### src/rtl/ex_mem_reg.sv
// EX/MEM pipeline register: 2-entry skid buffer with valid/ready handshakes and synchronous flush.
// Optional stall counter output stall_cnt_o when EX_MEM_STALL_CNT_EN is defined.
module ex_mem_reg #(
  parameter int unsigned DATA_W = 32,
  parameter int unsigned ADDR_W = 5
) (
  input  logic              clk,
  input  logic              rst,
  input  logic              flush_i,
  input  logic              ex_valid_i,
  output logic              ex_ready_o,
  input  logic              ex_we_i,
  input  logic [ADDR_W-1:0] ex_waddr_i,
  input  logic [DATA_W-1:0] ex_wdata_i,
  output logic              mem_valid_o,
  input  logic              mem_ready_i,
  output logic              mem_we_o,
  output logic [ADDR_W-1:0] mem_waddr_o,
`ifdef EX_MEM_STALL_CNT_EN
  output logic [31:0]       stall_cnt_o,
`endif
  output logic [DATA_W-1:0] mem_wdata_o
);

  logic              main_valid_q, main_valid_d;
  logic              main_we_q, main_we_d;
  logic [ADDR_W-1:0] main_waddr_q, main_waddr_d;
  logic [DATA_W-1:0] main_wdata_q, main_wdata_d;
  logic              skid_valid_q, skid_valid_d;
  logic              skid_we_q, skid_we_d;
  logic [ADDR_W-1:0] skid_waddr_q, skid_waddr_d;
  logic [DATA_W-1:0] skid_wdata_q, skid_wdata_d;
  logic              xfer_in, xfer_out;

  // Ready depends only on stored state, so no combinational path from mem_ready_i.
  assign ex_ready_o  = ~skid_valid_q & ~rst;
  assign xfer_in     = ex_valid_i & ex_ready_o;
  assign xfer_out    = main_valid_q & mem_ready_i;

  assign mem_valid_o = main_valid_q;
  assign mem_we_o    = main_we_q & main_valid_q;
  assign mem_waddr_o = main_waddr_q;
  assign mem_wdata_o = main_wdata_q;

  always_comb begin
    main_valid_d = main_valid_q;
    main_we_d    = main_we_q;
    main_waddr_d = main_waddr_q;
    main_wdata_d = main_wdata_q;
    skid_valid_d = skid_valid_q;
    skid_we_d    = skid_we_q;
    skid_waddr_d = skid_waddr_q;
    skid_wdata_d = skid_wdata_q;
    if (flush_i) begin
      main_valid_d = 1'b0;
      skid_valid_d = 1'b0;
    end else if (!main_valid_q) begin
      if (xfer_in) begin
        main_valid_d = 1'b1;
        main_we_d    = ex_we_i;
        main_waddr_d = ex_waddr_i;
        main_wdata_d = ex_wdata_i;
      end
    end else if (xfer_out) begin
      if (skid_valid_q) begin
        main_we_d    = skid_we_q;
        main_waddr_d = skid_waddr_q;
        main_wdata_d = skid_wdata_q;
        skid_valid_d = 1'b0;
      end else if (xfer_in) begin
        main_we_d    = ex_we_i;
        main_waddr_d = ex_waddr_i;
        main_wdata_d = ex_wdata_i;
      end else begin
        main_valid_d = 1'b0;
      end
    end else if (xfer_in) begin
      skid_valid_d = 1'b1;
      skid_we_d    = ex_we_i;
      skid_waddr_d = ex_waddr_i;
      skid_wdata_d = ex_wdata_i;
    end
  end

  always_ff @(posedge clk or posedge rst) begin
    if (rst) begin
      main_valid_q <= 1'b0;
      main_we_q    <= 1'b0;
      main_waddr_q <= '0;
      main_wdata_q <= '0;
      skid_valid_q <= 1'b0;
      skid_we_q    <= 1'b0;
      skid_waddr_q <= '0;
      skid_wdata_q <= '0;
    end else begin
      main_valid_q <= main_valid_d;
      main_we_q    <= main_we_d;
      main_waddr_q <= main_waddr_d;
      main_wdata_q <= main_wdata_d;
      skid_valid_q <= skid_valid_d;
      skid_we_q    <= skid_we_d;
      skid_waddr_q <= skid_waddr_d;
      skid_wdata_q <= skid_wdata_d;
    end
  end

`ifdef EX_MEM_STALL_CNT_EN
  logic [31:0] stall_cnt_q;

  // Saturating; flush does not touch it.
  always_ff @(posedge clk or posedge rst) begin
    if (rst) begin
      stall_cnt_q <= '0;
    end else if (main_valid_q && !mem_ready_i && (stall_cnt_q != 32'hFFFF_FFFF)) begin
      stall_cnt_q <= stall_cnt_q + 32'd1;
    end
  end

  assign stall_cnt_o = stall_cnt_q;
`endif

endmodule

### config.mk
export PLATFORM = sky130hd
export DESIGN_NAME = ex_mem_reg
export DESIGN_NICKNAME = d
export VERILOG_FILES = /design/src/rtl/ex_mem_reg.sv
export SDC_FILE = /design/constraint.sdc
export NUM_CORES = 1
export LEC_CHECK = 0
export CORE_MARGIN = 2
export CORE_UTILIZATION = 50
export CTS_CLUSTER_DIAMETER = 100
export DETAILED_ROUTE_END_ITERATION = 6
export PLACE_DENSITY = 0.86
export SLEW_MARGIN = 20
export SYNTH_ARGS = -nofsm -noshare
export SYNTH_HDL_FRONTEND = slang
export SYNTH_SLANG_ARGS = --single-unit
### constraint.sdc
create_clock -name clk -period 3.2 [get_ports clk]
set_clock_uncertainty 0.1 [all_clocks]
set_input_delay 0.48 -clock clk [delete_from_list [all_inputs] [get_ports clk]]
set_output_delay 0.48 -clock clk [all_outputs]
set_load 0.02 [all_outputs]
==> qor.txt <==
Placeable core area: 7210 µm²
Final core occ: 0.671
Setup TNS: 0 ns
R2R depth: 3
Crit. End Element: primary output
Post-DP HPWL: 5.52 mm
Largest net degree at the start of global routing: 66
Routability congestion estimate: 0.749
Hold buffer count at CTS: 0
Reg2reg setup slack: 1.11 ns
Syn_area_per_cell: 12.3 µm²
Largest area contributor in the netlist: dfrtp_1
Sw Ratio: 0.282
Int Pwr: 2.07 mW
Chip height: 90.2 µm
Final Power: 2.88 mW
Ports: 83
Ratio of cells with drive above 1 in the final layout: 0.301
Peak supply drop: 0.357 mV
Die Width: 90.2 µm
Register area share after synthesis: 0.526
Worst Hold Path EP: skid_waddr_q[1]
Dpl cells: 462
Min Tclk post-route: 2.49 ns
Yosys cell types: 21
Num rows: 31
Number of antenna violations at the first check in global routing: 0
DP Area: 4620 µm²
Slew of the pin with the lowest slew margin: 0.877 ns
Post-route cell area: 4840 µm²
Clk slew on worst S/H paths: 0.08 ns
Non-Filler Instances: 478
Syn Inst Count: 301
TritonCTS Buffers: 9
Overflow after GRT: 0
DRT iter0 DRCs: 158
Post-synthesis register bit count: 78
Worst hold start: skid_waddr_q[1]
Area share of the largest cell type after synthesis: 0.526
Logic pwr share: 0.262
Initial Util: 0.514
Worst path required time: 2.62 ns
Die Area: 8130 µm²
Fin. Hold Viols: 0
Hold depth: 1
Vias per cell: 5.87
Outcome: finished, final reports clean
Slew margin rel.: 0.415
CTS tree: yes
Post-synthesis cell area: 3710 µm²
Clk buf depth: 2
Net Switching: 0.814 mW
Critical Path Source Type: flop
Hold WS: 0.400 ns
Vias in the first global route: 2,953
Final WS setup: 0.713 ns
Global-route usage over all layers: 0.219
PortBufs: 82
Leakage power: 2.01 nW
Worst EP arrival: 1.91 ns
Worst-skew pair later-pin latency: 0.34 ns
Root buf cell: clkbuf_8
Top fanout value on the critical path: 12
Syn-to-layout area delta: 30.4%
Power Dens Cells: 595 nW/µm²
Post-route DRC violation count: 0
# diodes: 0
Wirelength per Cell: 18.2 µm
Setup-failing EPs final: 0
Clock power frac: 0.284
MaxCap Viol Count: 0
FILL cells: 559
H-tree Lvls: 3
1st-pass router iterations: 4
Period Utilization, post-route: 0.777
Crit Reg-Reg Startpoint: skid_valid_q
Final WL: 8.72 mm
CTS Sinks: 78
YS warnings: 0
CTS resizes: 0
Synth area leaders: dfrtp_1 53%, o221a_2 12%, mux2_2 8.8%, nor4bb_1 8.4%, o21ai_0 4.3%
Flop pwr share: 0.454
Pre-CTS setup slack: 0.575 ns
WS Path Type: flop to primary output
First-pass GRT wire length: 14.4 mm
Setup Buffers After CTS: 0
Antenna-violating nets left: 0
Commonest non-fill, non-tap cell in the layout: clkdlybuf4s50_1
Fmax: 402 MHz
Hold WC Path Type: flop to flop
Max-slew violation count: 0
Post-synthesis net count: 344
Commonest non-fill, non-tap cells in the layout: 80 x clkdlybuf4s50_1, 78 x dfrtp_1, 38 x o221a_2
Total vias in the final route: 2,804
RSZ-0062 raised after global routing: no
Nets: 417
Reg-to-Reg End: skid_wdata_q[7]
[synthesized netlist by cell type]
library cell / instances
nor2b_1: 1
dfrtp_1: 78
o21ai_0: 32
or3_1: 1
a211oi_1: 1
nand4b_1: 1
clkbuf_1: 22
a21oi_1: 2
nand3b_1: 1
mux2_2: 29
nor4bb_1: 31
and2_1: 1
buf_6: 3
nor2_1: 32
buf_2: 5
mux2_4: 9
o221a_2: 38
or2_2: 7
or3b_4: 2
nand2_1: 3
inv_1: 2
[power by group through the flow]
stage                     clock network, mW  registers (mW)  logic [mW]
after floorplan                           0            1.43       0.286
after global placement                    0            1.31       0.740
after detailed placement                  0            1.32       0.758
after CTS                             0.833            1.30       0.762
after global routing                  0.875            1.33       0.803
final                                 0.819            1.31       0.755
[per-layer routing]
layer | wire length, µm | up-vias | track usage | part of all wire
met2 | 4260 | 88 | 0.351 | 0.49
met3 | 473 | 8 | 0.0620 | 0.054
met5 | 0 | - | 0 | 0
li1 | - | 1289 | - | -
met1 | 3910 | 1419 | 0.288 | 0.45
met4 | 77 | 0 | 0.0769 | 0.0088
[area by class of cell]
class,instances,area [µm²],area share
Multi-Input combinational cell,191,1620,0.335
Timing Repair Buffer,92,911,0.188
Sequential cell,78,1950,0.403
Inverter,2,8.76,0.00181
Clock buffer,11,141,0.0292
Clock inverter,5,82.6,0.0171
Tap cell,99,124,0.0256
[flip-flops by register name, indices dropped and copies added, names as in the netlist]
register and cells:
skid_valid_q 1, skid_we_q 1, mem_waddr_o 5, skid_waddr_q 5, mem_valid_o 1, mem_wdata_o 32
skid_wdata_q 32, main_we_q 1
[logic make-up after synthesis]
group,share of synthesized area
simple gates,0.146
flops,0.526
mux,0.124
buf+inv,0.0401
compound gates,0.163
[critical path, stage by stage (launching register included)]
cell,delay [ns]
dfrtp_1,0.55
buf_4,0.24
and2_1,0.13
clkdlybuf4s50_1,0.64
[worst max-delay path by stage]
stage,slack [ns],endpoint,from
after detailed placement,0.58,skid_wdata_q[7],rst
after floorplan,0.62,main_we_q,rst
final,0.71,mem_we_o,mem_valid_o
after global routing,0.62,mem_we_o,mem_valid_o
after global placement,0.59,skid_wdata_q[3],rst
after CTS,0.72,mem_we_o,mem_valid_o
No activity file was read; power rests on OpenSTA's default activity.
